$ cat src/rtl/icache_linefill_ctrl_if.sv
// Refill-path bundle between the downstream data channel, the MSHR entry
// array, the data RAM write port and the line-fill controller.
interface icache_linefill_ctrl_if #(
  parameter int ENTRY_IDX_W = 3,
  parameter int BEAT_W      = 128,
  parameter int BEATS       = 4,
  parameter int INDEX_W     = 7,
  parameter int WAY_W       = 1
);
  // Handshakes: a beat / line write transfers on a cycle where valid and ready
  // are both high at the clock edge; valid never drops before it transfers and
  // its payload is held stable until then.
  logic                     rxdat_vld;
  logic                     rxdat_rdy;
  logic [ENTRY_IDX_W-1:0]   rxdat_entry_id;
  logic [BEAT_W-1:0]        rxdat_data;
  logic                     rxdat_last;
  logic                     rxdat_err;
  logic [ENTRY_IDX_W-1:0]   lookup_entry_id;
  logic [INDEX_W-1:0]       lookup_index;
  logic [WAY_W-1:0]         lookup_way;
  logic                     ram_wr_vld;
  logic                     ram_wr_rdy;
  logic [INDEX_W-1:0]       ram_wr_index;
  logic [WAY_W-1:0]         ram_wr_way;
  logic [BEAT_W*BEATS-1:0]  ram_wr_data;
  logic                     linefill_done;
  logic [ENTRY_IDX_W:0]     linefill_ack_entry_idx;
  logic                     linefill_err;

  modport slave (
    input  rxdat_vld, rxdat_entry_id, rxdat_data, rxdat_last, rxdat_err,
    input  lookup_index, lookup_way, ram_wr_rdy,
    output rxdat_rdy, lookup_entry_id, ram_wr_vld, ram_wr_index, ram_wr_way,
    output ram_wr_data, linefill_done, linefill_ack_entry_idx, linefill_err
  );

  modport master (
    output rxdat_vld, rxdat_entry_id, rxdat_data, rxdat_last, rxdat_err,
    output lookup_index, lookup_way, ram_wr_rdy,
    input  rxdat_rdy, lookup_entry_id, ram_wr_vld, ram_wr_index, ram_wr_way,
    input  ram_wr_data, linefill_done, linefill_ack_entry_idx, linefill_err
  );
endinterface

$ cat src/rtl/icache_linefill_ctrl.sv
// Collects the beats of one refill line, writes the assembled line to the
// data RAM and pulses linefill_done with the owning MSHR entry.
module icache_linefill_ctrl #(
  parameter int ENTRY_IDX_W = 3,
  parameter int BEAT_W      = 128,
  parameter int BEATS       = 4,
  parameter int INDEX_W     = 7,
  parameter int WAY_W       = 1
) (
  input  logic                  clk,
  input  logic                  rst_n,
  icache_linefill_ctrl_if.slave lf,
  output logic [1:0]            o_dbg_state
);
  localparam int LINE_W = BEAT_W * BEATS;
  localparam int CNT_W  = (BEATS > 1) ? $clog2(BEATS) : 1;

  localparam logic [1:0] S_IDLE    = 2'd0;
  localparam logic [1:0] S_COLLECT = 2'd1;
  localparam logic [1:0] S_WRITE   = 2'd2;
  localparam logic [1:0] S_DONE    = 2'd3;

  logic [1:0]             r_state;
  logic [1:0]             w_state_nxt;
  logic                   r_rdy;
  logic [CNT_W-1:0]       r_beat_cnt;
  logic                   r_err;
  logic [ENTRY_IDX_W-1:0] r_id;
  logic [LINE_W-1:0]      r_line;
  logic [INDEX_W-1:0]     r_wr_index;
  logic [WAY_W-1:0]       r_wr_way;

  logic             w_acc;
  logic [CNT_W-1:0] w_k;
  logic             w_last_beat;
  logic             w_beat_err;
  logic             w_err_acc;

  assign w_acc = lf.rxdat_vld & r_rdy;
  assign w_k   = (r_state == S_IDLE) ? '0 : r_beat_cnt;

  always_comb begin
    w_last_beat = 1'b0;
    w_beat_err  = 1'b0;
    w_err_acc   = 1'b0;
    if (r_state == S_IDLE) begin
      w_last_beat = (BEATS == 1);
      w_beat_err  = lf.rxdat_err;
      w_err_acc   = w_beat_err;
    end else if (r_state == S_COLLECT) begin
      w_last_beat = (r_beat_cnt == CNT_W'(BEATS - 1));
      // rxdat_last must coincide exactly with the final beat: early or missing both fault
      w_beat_err  = lf.rxdat_err | (lf.rxdat_entry_id != r_id) |
                    (lf.rxdat_last != w_last_beat);
      w_err_acc   = r_err | w_beat_err;
    end
  end

  always_comb begin
    w_state_nxt = r_state;
    case (r_state)
      S_IDLE, S_COLLECT: begin
        if (w_acc) begin
          if (w_last_beat) w_state_nxt = w_err_acc ? S_DONE : S_WRITE;
          else             w_state_nxt = S_COLLECT;
        end
      end
      S_WRITE: if (lf.ram_wr_rdy) w_state_nxt = S_DONE;
      default: w_state_nxt = S_IDLE;
    endcase
  end

  always_ff @(posedge clk or negedge rst_n) begin
    if (!rst_n) begin
      r_state    <= S_IDLE;
      r_rdy      <= 1'b0;
      r_beat_cnt <= '0;
      r_err      <= 1'b0;
      r_id       <= '0;
      r_line     <= '0;
      r_wr_index <= '0;
      r_wr_way   <= '0;
    end else begin
      r_state <= w_state_nxt;
      r_rdy   <= (w_state_nxt == S_IDLE) || (w_state_nxt == S_COLLECT);
      if (w_acc) begin
        if (r_state == S_IDLE) r_id <= lf.rxdat_entry_id;
        for (int b = 0; b < BEATS; b++) begin
          if (w_k == CNT_W'(b)) r_line[b*BEAT_W +: BEAT_W] <= lf.rxdat_data;
        end
        r_err      <= w_err_acc;
        r_beat_cnt <= w_last_beat ? '0 : (w_k + CNT_W'(1));
      end
      // MSHR holds index/way stable for the active entry, so one sample suffices
      if ((w_state_nxt == S_WRITE) && (r_state != S_WRITE)) begin
        r_wr_index <= lf.lookup_index;
        r_wr_way   <= lf.lookup_way;
      end
      if (r_state == S_DONE) r_err <= 1'b0;
    end
  end

  assign lf.rxdat_rdy              = r_rdy;
  assign lf.lookup_entry_id        = r_id;
  assign lf.ram_wr_vld             = (r_state == S_WRITE);
  assign lf.ram_wr_index           = r_wr_index;
  assign lf.ram_wr_way             = r_wr_way;
  assign lf.ram_wr_data            = r_line;
  assign lf.linefill_done          = (r_state == S_DONE);
  assign lf.linefill_ack_entry_idx = (r_state == S_DONE) ? {1'b0, r_id} : '0;
  assign lf.linefill_err           = (r_state == S_DONE) & r_err;
  assign o_dbg_state               = r_state;
endmodule

$ cat src/flat_wrapper.sv
// flat-port wrapper written by rule: the top's interface ports become plain ports
module icache_linefill_ctrl_flat 
#(
  parameter int ENTRY_IDX_W = 3,
  parameter int BEAT_W      = 128,
  parameter int BEATS       = 4,
  parameter int INDEX_W     = 7,
  parameter int WAY_W       = 1
)
  (clk, rst_n, o_dbg_state, lf_rxdat_vld, lf_rxdat_entry_id, lf_rxdat_data, lf_rxdat_last, lf_rxdat_err, lf_lookup_index, lf_lookup_way, lf_ram_wr_rdy, lf_rxdat_rdy, lf_lookup_entry_id, lf_ram_wr_vld, lf_ram_wr_index, lf_ram_wr_way, lf_ram_wr_data, lf_linefill_done, lf_linefill_ack_entry_idx, lf_linefill_err);
  icache_linefill_ctrl_if #(.ENTRY_IDX_W(ENTRY_IDX_W), .BEAT_W(BEAT_W), .BEATS(BEATS), .INDEX_W(INDEX_W), .WAY_W(WAY_W)) lf_i ();
  input  logic clk;
  input  logic rst_n;
  output logic [1:0] o_dbg_state;
  input wire logic [$bits(lf_i.rxdat_vld)-1:0] lf_rxdat_vld;
  input wire logic [$bits(lf_i.rxdat_entry_id)-1:0] lf_rxdat_entry_id;
  input wire logic [$bits(lf_i.rxdat_data)-1:0] lf_rxdat_data;
  input wire logic [$bits(lf_i.rxdat_last)-1:0] lf_rxdat_last;
  input wire logic [$bits(lf_i.rxdat_err)-1:0] lf_rxdat_err;
  input wire logic [$bits(lf_i.lookup_index)-1:0] lf_lookup_index;
  input wire logic [$bits(lf_i.lookup_way)-1:0] lf_lookup_way;
  input wire logic [$bits(lf_i.ram_wr_rdy)-1:0] lf_ram_wr_rdy;
  output wire logic [$bits(lf_i.rxdat_rdy)-1:0] lf_rxdat_rdy;
  output wire logic [$bits(lf_i.lookup_entry_id)-1:0] lf_lookup_entry_id;
  output wire logic [$bits(lf_i.ram_wr_vld)-1:0] lf_ram_wr_vld;
  output wire logic [$bits(lf_i.ram_wr_index)-1:0] lf_ram_wr_index;
  output wire logic [$bits(lf_i.ram_wr_way)-1:0] lf_ram_wr_way;
  output wire logic [$bits(lf_i.ram_wr_data)-1:0] lf_ram_wr_data;
  output wire logic [$bits(lf_i.linefill_done)-1:0] lf_linefill_done;
  output wire logic [$bits(lf_i.linefill_ack_entry_idx)-1:0] lf_linefill_ack_entry_idx;
  output wire logic [$bits(lf_i.linefill_err)-1:0] lf_linefill_err;
  assign lf_i.rxdat_vld = lf_rxdat_vld;
  assign lf_i.rxdat_entry_id = lf_rxdat_entry_id;
  assign lf_i.rxdat_data = lf_rxdat_data;
  assign lf_i.rxdat_last = lf_rxdat_last;
  assign lf_i.rxdat_err = lf_rxdat_err;
  assign lf_i.lookup_index = lf_lookup_index;
  assign lf_i.lookup_way = lf_lookup_way;
  assign lf_i.ram_wr_rdy = lf_ram_wr_rdy;
  assign lf_rxdat_rdy = lf_i.rxdat_rdy;
  assign lf_lookup_entry_id = lf_i.lookup_entry_id;
  assign lf_ram_wr_vld = lf_i.ram_wr_vld;
  assign lf_ram_wr_index = lf_i.ram_wr_index;
  assign lf_ram_wr_way = lf_i.ram_wr_way;
  assign lf_ram_wr_data = lf_i.ram_wr_data;
  assign lf_linefill_done = lf_i.linefill_done;
  assign lf_linefill_ack_entry_idx = lf_i.linefill_ack_entry_idx;
  assign lf_linefill_err = lf_i.linefill_err;
  icache_linefill_ctrl #(.ENTRY_IDX_W(ENTRY_IDX_W), .BEAT_W(BEAT_W), .BEATS(BEATS), .INDEX_W(INDEX_W), .WAY_W(WAY_W)) u_core (.clk(clk), .rst_n(rst_n), .lf(lf_i), .o_dbg_state(o_dbg_state));
endmodule
$ cat config.mk
export PLATFORM = sky130hd
export DESIGN_NAME = icache_linefill_ctrl_flat
export DESIGN_NICKNAME = d
export VERILOG_FILES = /design/src/rtl/icache_linefill_ctrl_if.sv /design/src/rtl/icache_linefill_ctrl.sv /design/src/flat_wrapper.sv
export SDC_FILE = /design/constraint.sdc
export NUM_CORES = 1
export LEC_CHECK = 0
export ABC_CLOCK_PERIOD_IN_PS = 2000
export CORE_AREA = 8 8 260 262
export CTS_BUF_LIST = sky130_fd_sc_hd__clkbuf_4 sky130_fd_sc_hd__clkbuf_8
export DETAILED_ROUTE_END_ITERATION = 16
export DIE_AREA = 0 0 268 270
export PLACE_DENSITY = 0.71
export SYNTH_ARGS = -nofsm -noshare
export SYNTH_HDL_FRONTEND = slang
export SYNTH_SLANG_ARGS = --single-unit
$ cat constraint.sdc
create_clock -name clk -period 2 [get_ports clk]
set_clock_uncertainty 0.05 [all_clocks]
set_input_delay 0.4 -clock clk [delete_from_list [all_inputs] [get_ports clk]]
set_output_delay 0.4 -clock clk [all_outputs]
set_load 0.005 [all_outputs]
# After elaboration in Yosys (flattened, before gate mapping)
# Cells that the tools add are included.
# word_totals
reg_bits	529
in_bits	145
output_inout_bits	533
elab_cells	55
# op_classes
n_addsub	1
n_eq_ne	12
muxes	14
bitwise_logic	5
reduce_logical	12
# op_table
cell	n
equality test 2 bit, second input constant	6
two-way mux 2 bit	5
AND reduction 2 bit	5
two-way mux 1 bit	7
equality test 2 x 1 -> 1 bit, second input constant	3
zero test 2 bit	3
case mux 2 bit (2 select lines)	1
two-way mux 3 bit	1
!= test 3 bit	1
OR 1 bit	3
adder 2 x 1 -> 2 bit, second input constant	1
bitwise AND 1 bit	2
!= test 2 bit, second input constant	1
nonzero test 2 bit	1
OR reduction 2 bit	1
logical AND 1 bit	1
logical OR 1 bit	1
!= test 1 bit	1

# Logic depth before layout (Yosys ltp)
# logic_depth
word_depth	12
mapped_depth	8
mapped_depth_nobuf	5

# Worst setup path after synthesis
# Ideal clock, no wire load.
# synth_path
kind	register to register
start	register u_core.r_state[0], in the netlist u_core.o_dbg_state[0]
end	register u_core.r_line[135], in the netlist u_core.lf.ram_wr_data[135]
setup_ns	0.125
arrival_ns	1.885
required_ns	1.825
setup_slack_ns	-0.060
stages_incl_launch_ff	9
n_path_buf	3
period_less_slack_ns	2.060
path_cell_list	dfrtp_1 -> clkbuf_1 -> o21ai_0 -> inv_1 -> ha_1 -> nand2_2 -> buf_6 -> buf_6 -> mux2_2
# synth_between
elab_chain_len	4
# synth_lines
element	line	rtl
start: declaration	icache_linefill_ctrl.sv:23	logic [1:0] r_state;
start signal: assignment	icache_linefill_ctrl.sv:84	r_state <= w_state_nxt;
zero test 2 bit	icache_linefill_ctrl.sv:40	assign w_k = (r_state == S_IDLE) ? '0 : r_beat_cnt;
two-way mux 2 bit	icache_linefill_ctrl.sv:40	
equality test 2 x 1 -> 1 bit	icache_linefill_ctrl.sv:89	if (w_k == CNT_W'(b)) r_line[b*BEAT_W +: BEAT_W] <= lf.rxdat_data;
AND reduction 2 bit (no source line)	n/a	
end signal: indexed assignment	icache_linefill_ctrl.sv:89	
end: declaration	icache_linefill_ctrl.sv:29	logic [LINE_W-1:0] r_line;
# Every way passes these cells.
# A chain may end at the register's enable or synchronous reset.

# Worst setup path after layout
# layout_path
start	register u_core.r_state[1], in the netlist u_core.o_dbg_state[1]
end	register u_core.r_line[413], in the netlist u_core.lf.ram_wr_data[413]
# layout_between
elab_chain_len	4
# layout_lines
element	line
zero test 2 bit	icache_linefill_ctrl.sv:40
two-way mux 2 bit	icache_linefill_ctrl.sv:40
equality test 2 bit	icache_linefill_ctrl.sv:89
AND reduction 2 bit (no source line)	n/a
# Every way passes these cells.

==> results.cfg <==
[floorplanning]
start_util_pct = 31.58
die_x_um = 268
ioPinCount = 678
row_count = 93
die-area_um2 = 72360
core_um2 = 63650
die_height_um = 270

[worst_setup_path]
slowest_delay_ns = 0.41
r2r_start = u_core.o_dbg_state[1]
crit_family = buffers and inverters
crit_cells = 9
reg2reg_depth = 9
startpoint_type = flip-flop
r2r_slack_ns = -0.05
crit_path_end_kind = flip-flop
critPathBufInv = 5
required_ns = 2.48
crit_type = reg -> reg
crit_chain = buf_4 -> o21ai_4 -> inv_2 -> ha_4 -> nand2_8 -> buf_6 -> buf_12 -> buf_16 -> mux2_2
slowest_stage = dfrtp_1
cp_data_arrival_time_ns = 2.52
r2r-end = u_core.lf.ram_wr_data[413]
worst-path-max-fanout = 8

[yosys]
netlist.area_leader.share_pct = 65.85
yosysWarnings = 0
synth_area_leaders = dfrtp_1 (66%), mux2_2 (29%), buf_6 (3.2%), mux2_1 (0.56%), ha_1 (0.25%)
synth_fp_nets = 1309
yosys_register_bits = 529
syn_inst = 1160
synth.distinct_cells = 27
netlist_top_cells_count = dfrtp_1 (529), mux2_2 (513), buf_6 (57), mux2_1 (10), nor2_1 (6)
syn_area_per_cell_um2 = 17.33
async_flop_share_pct = 100.0
yosysMostFrequentCell = dfrtp_1
synth_edf_count = 0
syn-cell-area_um2 = 20100
ys_seq_area_share_pct = 65.85
yosys.area.top_type = dfrtp_1
synthFlopType = dfrtp_1

[pwr]
ir_worst_vdd_v = 0.0009134
total_power_mw = 51.81
power_leakage_nw = 14.39
pwr_density_cell_nw_per_um2 = 1683

[clocking]
cts.reportedPaths.clkPinSlew_ns = 0.06
clockRootBuffer = clkbuf_8
cts_tree = yes
cts_buffer_depth = 3
cts.sinks = 529
clk_latency_ns = 0.64
cts_buffers = 91
htree_levels = 3

[route]
vias = 13380
drtPass1Iterations = 4
antenna_left = 0
detail_route.wl_per_cell_um = 23.11
viasPerCell = 4.564
post-route-drc-count = 0
wirelength_um = 67730
drtIter0Drc = 502

[global_route]
grt_first_pass_wirelength_um = 96920
grt_overflow = 0
grt_use_total_pct = 17.58
grt_pass1_vias = 14990
grt_max_degree = 60
grt_antenna_before_repair = 2

[sta]
fmaxAchievable_mhz = 488.7
finalCritPeriodShare_pct = 102.3
setup-tns-final_ns = -2.487
rsz0062_at_grt = true
hold_ws_ns = 0.2952
drv_slew = 0
hold_viol = 0
worst_pin_slew_ns = 0.6595
setup_ws_ns = -0.04622
slew_headroom_pct = 56.04
final.min_clock_period_ns = 2.046
setup_viol = 140

[final_layout]
syn2layout_area_growth_pct = 53.10
ff_latch_area_um2 = 13240
num-fill-cells = 5663
nets = 2156
finalCoreUtilization_pct = 48.36
layout-drive-gt1-share_pct = 40.47
multi_input_area_um2 = 6385

[status]
violations = setup timing
status = finished, violations left

[place]
dpl.hpwl_um = 47220
portBuffers = 676
place_congestion = 0.8299
pre_cts_slack_ns = -0.2556

[min_path]
min_path_type = in -> async

[flow_run]
maxCapViolCount = 0
## layer usage
metal | global-route usage, % | vias up | wire length (um)
li1 | - | 5852 | -
met1 | 18.99 | 6852 | 25180
met5 | 0 | - | 0
met3 | 6.408 | 138 | 5866
met4 | 6.764 | 0 | 2386
met2 | 31.03 | 536 | 34290
## repair_timing
item / CTS / global route
hold buffers: 1 / 0
buffers inserted: 29 / 10
cloned: 6 / 15
pin swaps: 7 / 6
gates resized for setup: 596 / 55
endpoints found under the hold margin: 35 / 0
endpoints found under the setup margin: 608 / 449
## cell families (layout without fill, tap and decap cells)
logic type	after synthesis	count (layout)	share of synthesized area, %
flops	529	529	65.85
mux	523	523	29.30
buf+inv	64	974	3.361
simple gates	27	30	0.8091
compound gates	8	8	0.2427
fa+ha+maj	4	4	0.2490
xor+xnor	4	4	0.1743
other cells	1	4	0.01865
## flip-flops by register name, summed over array words and instances (netlist names)
signal and cells:
u_core.lf.ram_wr_data 512, u_core.r_err 1, u_core.lf.lookup_entry_id 3, u_core.o_dbg_state 2
u_core.lf.ram_wr_index 7, u_core.r_beat_cnt 2, u_core.lf.ram_wr_way 1, u_core.lf.rxdat_rdy 1
## stage by stage
stage / instance area [um^2] / instances
floorplan: 20100 / 1160
global placement: 28190 / 2711
finish: 30780 / 2931
global route: 30780 / 2931
detailed placement: 28190 / 2711
CTS: 30110 / 2906
## worst register-to-register path: cells and delay by family, from the launching register on
| family | cells | cell delay (ns) |
|---|---|---|
| mux | 1 | 0.34 |
| flops | 1 | 0.41 |
| simple gates | 1 | 0.11 |
| buf+inv | 5 | 0.66 |
| compound gates | 1 | 0.19 |
| fa+ha+maj | 1 | 0.19 |
## final cells by class
cell class,instances,share of cell area [%]
clock inverter,17,0.8212
inverter,3,0.03659
antenna,3,0.02439
sequential,529,43.02
timing repair buffer,812,26.22
multi-input combinational,570,20.74
clock buffer,142,5.659
tap,855,3.476
## power breakdown
group          total [mW]  switching [mW]  internal (mW)
clock                10.5            4.36           6.19
combinational        22.3            9.05           13.3
sequential           18.9            2.72           16.2
total                51.8            16.1           35.7
## worst max-delay path by stage
stage,end,startpoint,slack (ns)
floorplan,u_core.lf.ram_wr_data[135],u_core.o_dbg_state[0],0.03
detailed placement,u_core.lf.ram_wr_index[4],lf_rxdat_entry_id[1],-0.26
global route,lf_linefill_err,u_core.o_dbg_state[1],-0.14
CTS,lf_linefill_ack_entry_idx[0],u_core.o_dbg_state[1],-0.13
global placement,u_core.lf.ram_wr_index[3],lf_rxdat_entry_id[1],-0.26
finish,u_core.lf.ram_wr_data[413],u_core.o_dbg_state[1],-0.05
## placed cells by master, fill, tap and decap left out, drive strengths merged
cell	n
o21ai	3
inv	4
diode	3
buf	133
conb	1
clkdlybuf4s50	143
and4	1
nor2	6
xnor2	3
o31ai	1
nor2b	1
and3	5
or3	1
nor4b	1
a41oi	1
ha	4
xor2	1
clkinv	10
mux2	523
and2	2
a21oi	2
o211ai	1
nand2	12
dfrtp	529
clkinvlp	1
bufinv	5
nor3	1
dlygate4sd2	525
dlygate4sd3	1
clkbuf	152
Note: power is estimated with default switching activity, not from simulation.
